### src/rtl/usb_pkg.sv
// Shared types and constants for the USB full-speed transmit path:
// packet codes, PID bytes, encoder states, CRC16 parameters and line encodings.
package usb_pkg;

   typedef enum logic [2:0] {
      PKT_DATA0 = 3'd1,
      PKT_DATA1 = 3'd2,
      PKT_ACK   = 3'd3,
      PKT_NAK   = 3'd4,
      PKT_STALL = 3'd5
   } tx_packet_t;

   localparam logic [7:0] SYNC_BYTE = 8'h80;
   localparam logic [7:0] PID_DATA0 = 8'hC3;
   localparam logic [7:0] PID_DATA1 = 8'h4B;
   localparam logic [7:0] PID_ACK   = 8'hD2;
   localparam logic [7:0] PID_NAK   = 8'h5A;
   localparam logic [7:0] PID_STALL = 8'h1E;

   typedef enum logic [2:0] {
      ST_IDLE, ST_SYNC, ST_PID, ST_DATA, ST_CRC_LO, ST_CRC_HI, ST_EOP_SE0, ST_EOP_J
   } enc_state_t;

   localparam logic [15:0] CRC16_POLY = 16'h8005;
   localparam logic [15:0] CRC16_INIT = 16'hFFFF;

   // Line encodings as {dplus, dminus}
   localparam logic [1:0] LINE_J   = 2'b10;
   localparam logic [1:0] LINE_K   = 2'b01;
   localparam logic [1:0] LINE_SE0 = 2'b00;

   function automatic logic [7:0] pid_byte(input logic [2:0] pkt);
      case (pkt)
         3'd1:    return PID_DATA0;
         3'd2:    return PID_DATA1;
         3'd3:    return PID_ACK;
         3'd4:    return PID_NAK;
         default: return PID_STALL;
      endcase
   endfunction

   function automatic logic [15:0] reflect16(input logic [15:0] v);
      logic [15:0] r;
      for (int i = 0; i < 16; i++) r[i] = v[15-i];
      return r;
   endfunction

endpackage

### src/rtl/usb_tx_encoder_if.sv
// Request/line bundle between the buffer-side controller (master) and the encoder (slave).
interface usb_tx_encoder_if;
   logic       tx_start;
   logic [2:0] tx_packet;
   logic [6:0] buffer_occupancy;
   logic [7:0] tx_packet_data;
   logic       get_tx_packet_data;
   logic       tx_transfer_active;
   logic       tx_done;
   logic       dplus_out;
   logic       dminus_out;

   modport master (
      output tx_start, tx_packet, buffer_occupancy, tx_packet_data,
      input  get_tx_packet_data, tx_transfer_active, tx_done, dplus_out, dminus_out
   );

   modport slave (
      input  tx_start, tx_packet, buffer_occupancy, tx_packet_data,
      output get_tx_packet_data, tx_transfer_active, tx_done, dplus_out, dminus_out
   );
endinterface

### src/rtl/usb_crc16.sv
// Serial USB CRC16, fed LSB-first; kept in reflected form so the low byte
// leaves first with its LSB first.
module usb_crc16
   import usb_pkg::*;
(
   input  logic        clk,
   input  logic        rst,
   input  logic        i_clr,
   input  logic        i_en,
   input  logic        i_bit,
   output logic [15:0] o_crc
);
   localparam logic [15:0] POLY_R = reflect16(CRC16_POLY);

   logic [15:0] r_crc;

   always_ff @(posedge clk or posedge rst) begin
      if (rst)        r_crc <= CRC16_INIT;
      else if (i_clr) r_crc <= CRC16_INIT;
      else if (i_en)  r_crc <= {1'b0, r_crc[15:1]} ^ ((r_crc[0] ^ i_bit) ? POLY_R : 16'h0000);
   end

   assign o_crc = r_crc;
endmodule

### src/rtl/usb_tx_encoder.sv
// USB full-speed packet serializer: SYNC/PID/payload/CRC16 framing,
// bit stuffing, NRZI and EOP, pulling payload from a show-ahead buffer.
module usb_tx_encoder
   import usb_pkg::*;
#(
   parameter int CLKS_PER_BIT = 4,
   parameter int MAX_PAYLOAD  = 64
)(
   input logic            clk,
   input logic            rst,
   usb_tx_encoder_if.slave bus
);
   localparam int         CW      = (CLKS_PER_BIT > 1) ? $clog2(CLKS_PER_BIT) : 1;
   localparam logic [6:0] MAX_LEN = 7'(MAX_PAYLOAD);

   enc_state_t    r_state, w_state_nx;
   logic [CW-1:0] r_bit_cnt;
   logic [7:0]    r_shift, w_shift_nx;
   logic [2:0]    r_idx, w_idx_nx;
   logic [6:0]    r_len, w_len_nx, r_byte_cnt, w_byte_cnt_nx;
   logic [2:0]    r_pkt, w_pkt_nx;
   logic [2:0]    r_ones, w_ones_nx;
   logic          r_stuff, w_stuff_nx;
   logic [1:0]    r_line, w_line_nx;
   logic          r_active, w_active_nx, r_done, w_done_nx;
   logic          w_bit_end, w_start, w_pop, w_crc_clr, w_crc_en, w_crc_bit;
   logic [15:0]   w_crc;

   function automatic logic [1:0] nrzi_toggle(input logic [1:0] l);
      return {l[0], l[1]};
   endfunction

   usb_crc16 u_crc (
      .clk(clk), .rst(rst), .i_clr(w_crc_clr), .i_en(w_crc_en), .i_bit(w_crc_bit), .o_crc(w_crc)
   );

   assign w_bit_end = (r_state != ST_IDLE) && (r_bit_cnt == CW'(CLKS_PER_BIT - 1));
   assign w_start   = (r_state == ST_IDLE) && bus.tx_start && (bus.tx_packet inside {[3'd1:3'd5]});

   always_ff @(posedge clk or posedge rst) begin
      if (rst)                                r_bit_cnt <= '0;
      else if (r_state == ST_IDLE || w_bit_end) r_bit_cnt <= '0;
      else                                    r_bit_cnt <= r_bit_cnt + 1'b1;
   end

   always_comb begin
      w_state_nx    = r_state;
      w_shift_nx    = r_shift;
      w_idx_nx      = r_idx;
      w_len_nx      = r_len;
      w_byte_cnt_nx = r_byte_cnt;
      w_pkt_nx      = r_pkt;
      w_ones_nx     = r_ones;
      w_stuff_nx    = r_stuff;
      w_line_nx     = r_line;
      w_active_nx   = r_active;
      w_done_nx     = 1'b0;
      w_pop         = 1'b0;
      w_crc_clr     = 1'b0;
      w_crc_en      = 1'b0;
      w_crc_bit     = 1'b0;
      if (w_start) begin
         w_state_nx    = ST_SYNC;
         w_shift_nx    = SYNC_BYTE;
         w_idx_nx      = 3'd0;
         w_len_nx      = (bus.buffer_occupancy > MAX_LEN) ? MAX_LEN : bus.buffer_occupancy;
         w_byte_cnt_nx = 7'd0;
         w_pkt_nx      = bus.tx_packet;
         w_ones_nx     = 3'd0;
         w_stuff_nx    = 1'b0;
         w_line_nx     = nrzi_toggle(r_line);  // SYNC starts with a 0
         w_active_nx   = 1'b1;
         w_crc_clr     = 1'b1;
      end else if (w_bit_end) begin
         case (r_state)
            ST_IDLE: ;
            ST_EOP_SE0: begin
               if (r_idx == 3'd0) w_idx_nx = 3'd1;
               else begin
                  w_state_nx = ST_EOP_J;
                  w_line_nx  = LINE_J;
               end
            end
            ST_EOP_J: begin
               w_state_nx  = ST_IDLE;
               w_active_nx = 1'b0;
               w_done_nx   = 1'b1;
            end
            default: begin
               if (!r_stuff && r_shift[0] && (r_ones == 3'd5)) begin
                  // sixth consecutive 1 just ended: insert a 0 without advancing
                  w_stuff_nx = 1'b1;
                  w_ones_nx  = 3'd0;
                  w_line_nx  = nrzi_toggle(r_line);
               end else begin
                  w_stuff_nx = 1'b0;
                  w_ones_nx  = (!r_stuff && r_shift[0]) ? r_ones + 3'd1 : 3'd0;
                  if (r_idx != 3'd7) begin
                     w_idx_nx   = r_idx + 3'd1;
                     w_shift_nx = {1'b0, r_shift[7:1]};
                     w_crc_en   = (r_state == ST_DATA);
                     w_crc_bit  = r_shift[1];
                  end else begin
                     w_idx_nx = 3'd0;
                     case (r_state)
                        ST_SYNC: begin
                           w_state_nx = ST_PID;
                           w_shift_nx = pid_byte(r_pkt);
                        end
                        ST_PID, ST_DATA: begin
                           if (r_pkt >= PKT_ACK) w_state_nx = ST_EOP_SE0;
                           else if (r_byte_cnt == r_len) begin
                              w_state_nx = ST_CRC_LO;
                              w_shift_nx = ~w_crc[7:0];
                           end else begin
                              w_state_nx    = ST_DATA;
                              w_shift_nx    = bus.tx_packet_data;
                              w_byte_cnt_nx = r_byte_cnt + 7'd1;
                              w_pop         = 1'b1;
                              w_crc_en      = 1'b1;
                              w_crc_bit     = bus.tx_packet_data[0];
                           end
                        end
                        ST_CRC_LO: begin
                           w_state_nx = ST_CRC_HI;
                           w_shift_nx = ~w_crc[15:8];
                        end
                        default: w_state_nx = ST_EOP_SE0;
                     endcase
                  end
                  w_line_nx = (w_state_nx == ST_EOP_SE0) ? LINE_SE0 :
                              w_shift_nx[0] ? r_line : nrzi_toggle(r_line);
               end
            end
         endcase
      end
   end

   always_ff @(posedge clk or posedge rst) begin
      if (rst) begin
         r_state    <= ST_IDLE;
         r_shift    <= '0;
         r_idx      <= '0;
         r_len      <= '0;
         r_byte_cnt <= '0;
         r_pkt      <= '0;
         r_ones     <= '0;
         r_stuff    <= 1'b0;
         r_line     <= LINE_J;
         r_active   <= 1'b0;
         r_done     <= 1'b0;
      end else begin
         r_state    <= w_state_nx;
         r_shift    <= w_shift_nx;
         r_idx      <= w_idx_nx;
         r_len      <= w_len_nx;
         r_byte_cnt <= w_byte_cnt_nx;
         r_pkt      <= w_pkt_nx;
         r_ones     <= w_ones_nx;
         r_stuff    <= w_stuff_nx;
         r_line     <= w_line_nx;
         r_active   <= w_active_nx;
         r_done     <= w_done_nx;
      end
   end

   assign bus.dplus_out          = r_line[1];
   assign bus.dminus_out         = r_line[0];
   assign bus.tx_transfer_active = r_active;
   assign bus.tx_done            = r_done;
   assign bus.get_tx_packet_data = w_pop;
endmodule

### src/flat_wrapper.sv
// flat-port wrapper written by rule: the top's interface ports become plain ports
module usb_tx_encoder_flat import usb_pkg::*;
#(
   parameter int CLKS_PER_BIT = 4,
   parameter int MAX_PAYLOAD  = 64
)
  (clk, rst, bus_tx_start, bus_tx_packet, bus_buffer_occupancy, bus_tx_packet_data, bus_get_tx_packet_data, bus_tx_transfer_active, bus_tx_done, bus_dplus_out, bus_dminus_out);
  usb_tx_encoder_if bus_i ();
  input logic clk;
  input logic rst;
  input wire logic [$bits(bus_i.tx_start)-1:0] bus_tx_start;
  input wire logic [$bits(bus_i.tx_packet)-1:0] bus_tx_packet;
  input wire logic [$bits(bus_i.buffer_occupancy)-1:0] bus_buffer_occupancy;
  input wire logic [$bits(bus_i.tx_packet_data)-1:0] bus_tx_packet_data;
  output wire logic [$bits(bus_i.get_tx_packet_data)-1:0] bus_get_tx_packet_data;
  output wire logic [$bits(bus_i.tx_transfer_active)-1:0] bus_tx_transfer_active;
  output wire logic [$bits(bus_i.tx_done)-1:0] bus_tx_done;
  output wire logic [$bits(bus_i.dplus_out)-1:0] bus_dplus_out;
  output wire logic [$bits(bus_i.dminus_out)-1:0] bus_dminus_out;
  assign bus_i.tx_start = bus_tx_start;
  assign bus_i.tx_packet = bus_tx_packet;
  assign bus_i.buffer_occupancy = bus_buffer_occupancy;
  assign bus_i.tx_packet_data = bus_tx_packet_data;
  assign bus_get_tx_packet_data = bus_i.get_tx_packet_data;
  assign bus_tx_transfer_active = bus_i.tx_transfer_active;
  assign bus_tx_done = bus_i.tx_done;
  assign bus_dplus_out = bus_i.dplus_out;
  assign bus_dminus_out = bus_i.dminus_out;
  usb_tx_encoder #(.CLKS_PER_BIT(CLKS_PER_BIT), .MAX_PAYLOAD(MAX_PAYLOAD)) u_core (.clk(clk), .rst(rst), .bus(bus_i));
endmodule
### config.mk
export PLATFORM = sky130hd
export DESIGN_NAME = usb_tx_encoder_flat
export DESIGN_NICKNAME = d
export VERILOG_FILES = /design/src/rtl/usb_pkg.sv /design/src/rtl/usb_tx_encoder_if.sv /design/src/rtl/usb_crc16.sv /design/src/rtl/usb_tx_encoder.sv /design/src/flat_wrapper.sv
export SDC_FILE = /design/constraint.sdc
export NUM_CORES = 1
export LEC_CHECK = 0
export CAP_MARGIN = 40
export CELL_PAD_IN_SITES_DETAIL_PLACEMENT = 0
export CELL_PAD_IN_SITES_GLOBAL_PLACEMENT = 2
export CORE_MARGIN = 3
export CORE_UTILIZATION = 33
export DETAILED_ROUTE_END_ITERATION = 10
export PLACE_DENSITY_LB_ADDON = 0.1
export SLEW_MARGIN = 20
export SYNTH_ARGS = -nofsm -noshare
export SYNTH_HDL_FRONTEND = slang
export SYNTH_SLANG_ARGS = --single-unit
### constraint.sdc
create_clock -name clk -period 1.7 [get_ports clk]
set_input_delay 0.34 -clock clk [delete_from_list [all_inputs] [get_ports clk]]
set_output_delay 0.34 -clock clk [all_outputs]
set_load 0.02 [all_outputs]
==> summary.md, run 1 <==
| Metric | Value |
|---|---|
| Status | `finished, violations left` |
| Failing checks | `setup timing` |
| Worst endpoint required time | `1.36 ns` |
| Post-synth EDFFs | `0` |
| # fillers | `894` |
| Vias in the first global route | `3135` |
| HP Class | `input pin to register` |
| Starting density of the core | `34.7%` |
| Mapped Cells | `371` |
| Pwr/cell area | `1280 mW/mm²` |
| Synth Flop Type | `dfrtp_1` |
| Routed wire length per instance | `16.1 µm` |
| I/O pin count | `26` |
| Clk slew on worst S/H paths | `0.07 ns` |
| Setup crit end kind | `primary output` |
| Number of antenna-violating nets in the routed design | `0` |
| RSZ-0062 raised after global routing | `true` |
| Synthesis-to-layout area growth | `66.0%` |
| Final wirelength | `10.2 mm` |
| Final Power | `0.00701 W` |
| PortBufs | `25` |
| Max-cap violation count | `0` |
| Final worst path period share | `116%` |
| Final worst path period need | `1.98 ns` |
| Die Wd | `106 µm` |
| CTS Buf Count | `9` |
| Initial antenna violation count | `0` |
| CP max FO | `2` |
| Nets | `528` |
| Iteration-0 DRC Markers | `121` |
| Peak VDD IR | `0.000516 V` |
| Mapped Nets | `399` |
| CTS max path bufs | `2` |
| DR pass1 iterations | `4` |
| Clock sinks | `57` |
| Avg Cell Area, Syn | `8.86 µm²` |
| Core area | `0.00946 mm²` |
| Antenna diode instance count | `0` |
| GR Layer Usage met3 | `2.76%` |
| Number of synthesized register bits | `57` |
| DRC | `0` |
| Met2 global-route usage | `29.1%` |
| Met1 Use GR | `27.4%` |
| Synth Area in XOR/XNOR | `5.06%` |
| Crit start category | `register` |
| CTS tree | `yes` |
| Adder-cell share of the synthesized area | `2.66%` |
| Yosys cell types | `63` |
| Gr usage total | `19.2%` |
| Fin. Hold Viols | `0` |
| Syn Std Cell Area | `0.00329 mm²` |
| Grt total ovfl | `0` |
| Slew margin rel. | `62.6%` |
| Area fraction in compound gates after synthesis | `18.7%` |
| CTS H-tree depth | `3` |
| Crit-path max cell delay | `0.41 ns` |
| Via-to-Cell Ratio | `5.00` |
| CP max-delay cell | `dfrtp_1` |
| Most frequent cells in the layout | `buf_4, dfrtp_1, nor2_1` |
| Root buffer cell | `clkbuf_8` |
| Kind of critical path | `register to primary output` |
| Gp weighted congestion | `0.785` |
| Worst-Skew Late Latency | `0.35 ns` |
| Num rows | `35` |
| Ys Warns | `0` |
| CP Cell Sequence | `xor2_2 > nor4_4 > buf_4 > a211oi_4 > buf_6` |
| Largest net degree at the start of global routing | `25` |
| Clock Skew | `0.00989 ns` |
| Die area | `0.0112 mm²` |
| Register area share after synthesis | `44.0%` |
| Final setup fails | `39` |
| F_max | `0.506 GHz` |
| Detailed placer's ending HPWL | `6.85 mm` |
| Total number of vias | `3167` |
| Largest family of logic cells by synthesized area | `simple AND/OR/NAND/NOR gates` |
| Setup TNS | `-6.22 ns` |
| Max Slew Vio Count | `0` |
| Most common cell after layout, fill and taps aside | `buf_4` |
| P_leak | `2.29 nW` |
| Hold Buf Count CTS | `0` |
| WP data arrival | `1.64 ns` |
| First-pass GRT wire length | `16.7 mm` |
| Worst-Margin Slew | `0.559 ns` |
| Area share of and/or/nand/nor cells after synthesis | `24.1%` |
| Fraction of registers with async set or reset after synthesis | `100%` |
| Die H | `106 µm` |
| Layout cells sized above 1 | `48.9%` |
| Final worst slack | `-0.278 ns` |
| Final Hold Slack | `0.260 ns` |
| Gr busiest metal | `met2` |
| Post-synthesis mux area share | `1.52%` |
| Fin util | `57.7%` |
[worst max-delay path: cells and delay by family (launching register included)]
kind                   cells  cell delay [ns]
buffers and inverters      2             0.30
flip-flops                 1             0.41
AO/OA/AOI/OAI              1             0.06
AND/OR/NAND/NOR            1             0.32
XOR/XNOR                   1             0.20
[Yosys cell counts, types with 3 or more instances]
cell type / number / area share, %
nor2_1: 61 / 7.0
dfrtp_1: 40 / 30
nand2_1: 34 / 3.9
a21oi_1: 25 / 3.8
o21ai_0: 22 / 3.3
dfstp_2: 17 / 14
xor2_1: 13 / 3.5
clkbuf_1: 12 / 1.4
inv_1: 10 / 1.1
a31oi_1: 9 / 1.7
nand3_1: 8 / 1.2
buf_2: 7 / 1.1
ha_1: 7 / 2.7
nand2b_1: 7 / 1.3
nor3b_1: 7 / 1.6
a211oi_1: 6 / 1.4
nand4_1: 6 / 1.1
nor3_1: 6 / 0.91
xnor2_1: 6 / 1.6
mux2i_1: 5 / 1.5
o22ai_1: 5 / 0.95
and2_1: 3 / 0.57
and3_1: 3 / 0.57
o211ai_1: 3 / 0.69
or3_1: 3 / 0.57
[path summary, 6_finish.rpt]
check / depth (start not counted) / to / from / slack, ns
min: 3 / u_core.r_pkt[1] / bus_tx_packet[1] / 0.26
max in group asynchronous: 3 / u_core.u_crc.o_crc[15] / rst / 0.90
min in group asynchronous: 2 / u_core.r_len[2] / rst / 0.31
max reg2reg: 8 / u_core.u_crc.o_crc[15] / u_core.r_len[2] / -0.23
min reg2reg: 2 / u_core.r_len[5] / u_core.r_len[5] / 0.50
max: 5 / bus_get_tx_packet_data / u_core.r_len[2] / -0.28
[power breakdown]
group / leakage, nW / switching [W] / total (W) / internal (W)
logic: 1.48 / 0.00189 / 0.00383 / 0.00194
registers: 0.704 / 0.000225 / 0.00187 / 0.00165
clock network: 0.103 / 0.000558 / 0.00131 / 0.000753
[final cells by class]
class	count	area, µm²	share of cell area, %
Tap cell	129	161	2.96
Timing Repair Buffer	139	1350	24.7
Sequential cell	57	1450	26.6
Inverter	10	41.3	0.757
Clock buffer	13	159	2.91
Multi-Input combinational cell	283	2260	41.4
Clock inverter	3	40.0	0.734
[flip-flops by register name, indices dropped and copies added (netlist names)]
register and count:
u_core.r_pkt 3, u_core.r_ones 3, u_core.bus.tx_done 1, u_core.r_stuff 1
u_core.r_byte_cnt 7, u_core.u_crc.o_crc 16, u_core.bus.tx_transfer_active 1, u_core.r_idx 3
u_core.r_shift 8, u_core.r_len 7, u_core.r_state 3, u_core.r_bit_cnt 2
u_core.r_line 2
[metal layers]
layer  up-vias  wire length [µm]
li1       1567                 -
met1      1546              5070
met2        39              4760
met3        15               198
met4         0               193
met5         -                 0
[per-stage QoR]
stage               setup slack, ns  std cells  instance area [µm²]
floorplan                    -0.299        371                 3320
global placement             -0.532        597                 4400
detailed placement           -0.612        597                 4400
CTS                          -0.321        629                 5280
global route                 -0.351        634                 5460
finish                       -0.278        634                 5460
[what timing repair did]
action	in CTS	in global routing
setup endpoints to repair	54	45
buffers inserted	15	5
resized for setup	127	34
cloned	4	0
pin swaps	37	21
[cell families after synthesis]
kind of cell             after synthesis
AO/OA/AOI/OAI                         95
XOR/XNOR                              19
adder cells (fa/ha/maj)                7
buffers and inverters                 31
flip-flops                            57
multiplexers                           5
AND/OR/NAND/NOR                      157
(Power assumes the default switching activity.)
==> inputs of run 2 (changes only) <==
--- a/config.mk
+++ b/config.mk
@@ -11,7 +11,7 @@
 export CORE_MARGIN = 3
 export CORE_UTILIZATION = 33
 export DETAILED_ROUTE_END_ITERATION = 10
-export PLACE_DENSITY_LB_ADDON = 0.1
+export PLACE_DENSITY = 0.73
 export SLEW_MARGIN = 20
 export SYNTH_ARGS = -nofsm -noshare
 export SYNTH_HDL_FRONTEND = slang
==> run 2 against run 1 <==
Effect of this change:
- the run still ends with setup timing left
- register-to-register slack lost 0.06 ns
- non-clock buffer count increased by 4
- cell area up 6.2%
- die area unchanged
- via count is 2.4% higher
- core utilization grew 3.6 points
- clock power grew 30%
- maximum frequency fell by 0.76%
- first-iteration DRC count increased by 13%
- clock skew rose by 0.00091 ns
- wire length up 2.4%
- critical path depth rose by 3
- critical endpoint is now u_core.u_crc.o_crc[15]
==> summary.md, run 2 (synthesis results as in run 1) <==
| Metric | Value |
|---|---|
| Status | `finished, violations left (unchanged)` |
| Failing checks | `setup timing (unchanged)` |
| Worst r2r dst | `u_core.u_crc.o_crc[15] (unchanged)` |
| Max-cap violation count | `0 (unchanged)` |
| Clk slew on worst S/H paths | `0.07 ns (about the same)` |
| Hold Path Origin | `bus_tx_packet[2] (was bus_tx_packet[1])` |
| Worst-Skew Late Latency | `0.34 ns (was 0.35 ns)` |
| Vias in the first global route | `3189 (was 3135)` |
| CTS max path bufs | `2 (unchanged)` |
| Iteration-0 DRC Markers | `137 (was 121)` |
| Reg2reg setup slack | `-0.29 ns (was -0.23 ns)` |
| F_max | `0.502 GHz (was 0.506 GHz)` |
| Sequential power share | `24.3% (was 26.7%)` |
| Max Slew Vio Count | `0 (unchanged)` |
| Peak VDD IR | `0.000591 V (was 0.000516 V)` |
| Fin. Hold Viols | `0 (unchanged)` |
| CP Cell Sequence | `xor2_2 > nor4_4 > buf_4 > a21oi_2 > o21bai_2 > buf_6 > buf_12 > mux2i_4 (was xor2_2 > nor4_4 > buf_4 > a211oi_4 > buf_6)` |
| Place WS | `-0.603 ns (was -0.612 ns)` |
| Delay-heaviest family, CP | `buffers and inverters (was flip-flops)` |
| CTS tree | `yes (unchanged)` |
| Final wirelength | `10.5 mm (was 10.2 mm)` |
| FF-to-FF path depth | `8 (unchanged)` |
| WHS Endpoint | `u_core.r_pkt[2] (was u_core.r_pkt[1])` |
| Pwr/cell area | `1330 mW/mm² (was 1280 mW/mm²)` |
| Hold Buf Count CTS | `0 (unchanged)` |
| Layout cells sized above 1 | `54.8% (was 48.9%)` |
| FF/Latch Area | `0.00145 mm² (unchanged)` |
| Via-to-Cell Ratio | `5.08 (was 5.00)` |
| CP max FO | `8 (was 2)` |
| Logic pwr share | `53.6% (was 54.6%)` |
| Final setup fails | `47 (was 39)` |
| Die area | `0.0112 mm² (unchanged)` |
| CP max-delay cell | `dfrtp_1 (unchanged)` |
| Switch share | `36.3% (was 38.1%)` |
| Num rows | `35 (unchanged)` |
| Total number of vias | `3244 (was 3167)` |
| Final worst path period need | `1.99 ns (was 1.98 ns)` |
| Final worst path period share | `117% (was 116%)` |
| Max FFs per register | `16 (unchanged)` |
| # fillers | `808 (was 894)` |
| Root buffer cell | `clkbuf_8 (unchanged)` |
| Power Internal | `0.00490 W (was 0.00434 W)` |
| Worst endpoint required time | `1.97 ns (was 1.36 ns)` |
| Net Switching | `0.00279 W (was 0.00267 W)` |
| Largest net degree at the start of global routing | `58 (was 25)` |
| PortBufs | `25 (unchanged)` |
| Setup crit end kind | `register (was primary output)` |
| I/O pin count | `26 (unchanged)` |
| Gr usage total | `18.5% (was 19.2%)` |
| First-pass GRT wire length | `16.3 mm (was 16.7 mm)` |
| Clock sinks | `57 (unchanged)` |
| Number of antenna-violating nets in the routed design | `0 (unchanged)` |
| Most common cell after layout, fill and taps aside | `buf_4 (unchanged)` |
| Antenna diode instance count | `0 (unchanged)` |
| Worst-Margin Slew | `0.404 ns (was 0.559 ns)` |
| RSZ-0062 raised after global routing | `true (unchanged)` |
| CTS Buf Count | `9 (unchanged)` |
| Routed wire length per instance | `16.4 µm (was 16.1 µm)` |
| Hold Crit Depth | `3 (unchanged)` |
| Starting density of the core | `34.7% (unchanged)` |
| Setup TNS | `-6.38 ns (was -6.22 ns)` |
| CP bufs+invs | `3 (was 2)` |
| HP Class | `input pin to register (unchanged)` |
| Initial antenna violation count | `0 (unchanged)` |
| Gp weighted congestion | `0.819 (was 0.785)` |
| Most frequent cells in the layout | `buf_4, dfrtp_1, buf_6 (was buf_4, dfrtp_1, nor2_1)` |
| Grt total ovfl | `0 (unchanged)` |
| Slew margin rel. | `73.0% (was 62.6%)` |
| Nets | `532 (was 528)` |
| Clock Skew | `0.0108 ns (was 0.00989 ns)` |
| Crit-path max cell delay | `0.41 ns (about the same)` |
| Crit start category | `register (unchanged)` |
| P_leak | `2.35 nW (was 2.29 nW)` |
| Die H | `106 µm (unchanged)` |
| Clock share of power | `22.1% (was 18.7%)` |
| Core area | `0.00946 mm² (unchanged)` |
| DRC | `0 (unchanged)` |
| Detailed placer's ending HPWL | `6.61 mm (was 6.85 mm)` |
| R2r startpoint | `u_core.r_byte_cnt[6] (was u_core.r_len[2])` |
| Synthesis-to-layout area growth | `76.4% (was 66.0%)` |
| Final worst slack | `-0.293 ns (was -0.278 ns)` |
| WP data arrival | `2.26 ns (was 1.64 ns)` |
| Kind of critical path | `register to register (was register to primary output)` |
| Multi-input logic area | `0.00245 mm² (was 0.00226 mm²)` |
| Die Wd | `106 µm (unchanged)` |
| CTS H-tree depth | `3 (unchanged)` |
| DR pass1 iterations | `4 (unchanged)` |
==> run 2: changes by cell type in the layout (fill, tap and decap cells not counted), moves of 3 or more <==
| cell | previous run | this run |
|---|---|---|
| nor2_4 | 17 | 23 |
| bufinv_16 | 1 | 4 |
| buf_4 | 84 | 75 |
| o21ai_2 | 1 | 4 |
| buf_6 | 20 | 31 |
| o21ai_1 | 12 | 8 |
| nor2_1 | 38 | 30 |
==> run 2: layout make-up <==
type | count | area share [%]
clock buffers | 11 | 2.27
well taps | 129 | 2.78
clock inverters | 5 | 2.20
repair buffers | 143 | 24.8
inverters | 10 | 0.712
multi-input cells | 283 | 42.3
flip-flops and latches | 57 | 25.0
==> run 2: worst max-delay path by stage <==
stage                                     from  depth (start not counted)  slack [ns]                endpoint
final                     u_core.r_byte_cnt[6]                          8       -0.29  u_core.u_crc.o_crc[15]
after global routing      u_core.r_byte_cnt[6]                          8       -0.37  u_core.u_crc.o_crc[15]
after CTS                 u_core.r_byte_cnt[2]                          5       -0.29  bus_get_tx_packet_data
after detailed placement      bus_tx_packet[2]                          7       -0.60        u_core.r_line[0]
after global placement        bus_tx_packet[2]                          7       -0.56        u_core.r_line[0]
after floorplan               u_core.r_ones[0]                          7       -0.30    u_core.r_byte_cnt[6]
==> run 2: what timing repair did <==
action,CTS,global route
gates cloned,3,3
setup endpoints to repair,52,55
gates resized for setup,134,83
pin swaps,34,52
buffers inserted,16,20
==> run 2: worst reg2reg max path, cell delays in order (launching register included) <==
cell and delay (ns):
dfrtp_1 0.41, xor2_2 0.20, nor4_4 0.30, buf_4 0.20
a21oi_2 0.07, o21bai_2 0.18, buf_6 0.16, buf_12 0.16
mux2i_4 0.24
==> run 2: metrics by stage <==
| stage | std cells | util (%) | power, W | area [µm²] | hold slack [ns] |
|---|---|---|---|---|---|
| finish | 638 | 61.3 | 0.00768 | 5800 | 0.306 |
| global route | 638 | 61.3 | 0.00812 | 5800 | 0.322 |
| CTS | 617 | 55.4 | 0.00707 | 5240 | 0.433 |
| detailed placement | 583 | 45.1 | 0.00470 | 4270 | 0.495 |
| global placement | 583 | 45.1 | 0.00467 | 4270 | 0.484 |
| floorplan | 371 | - | 0.00344 | 3320 | 0.415 |
==> run 2: per-layer routing <==
layer  part of all wire, %  routed length [µm]  up-vias  GRT usage (%)
met5                     0                   0        -              0
met4                   1.9                 200        0           6.94
met3                   2.2                 235       17           3.25
met2                    48                5060       52           28.2
met1                    47                4970     1603           26.2
li1                      -                   -     1572              -
==> run 2: power by group through the flow <==
| stage | combinational, W | clock (W) | sequential [W] |
|---|---|---|---|
| after CTS | 0.00350 | 0.00173 | 0.00185 |
| after global placement | 0.00284 | 0 | 0.00183 |
| after detailed placement | 0.00286 | 0 | 0.00184 |
| after floorplan | 0.00158 | 0 | 0.00185 |
| final | 0.00412 | 0.00170 | 0.00187 |
| after global routing | 0.00443 | 0.00180 | 0.00190 |
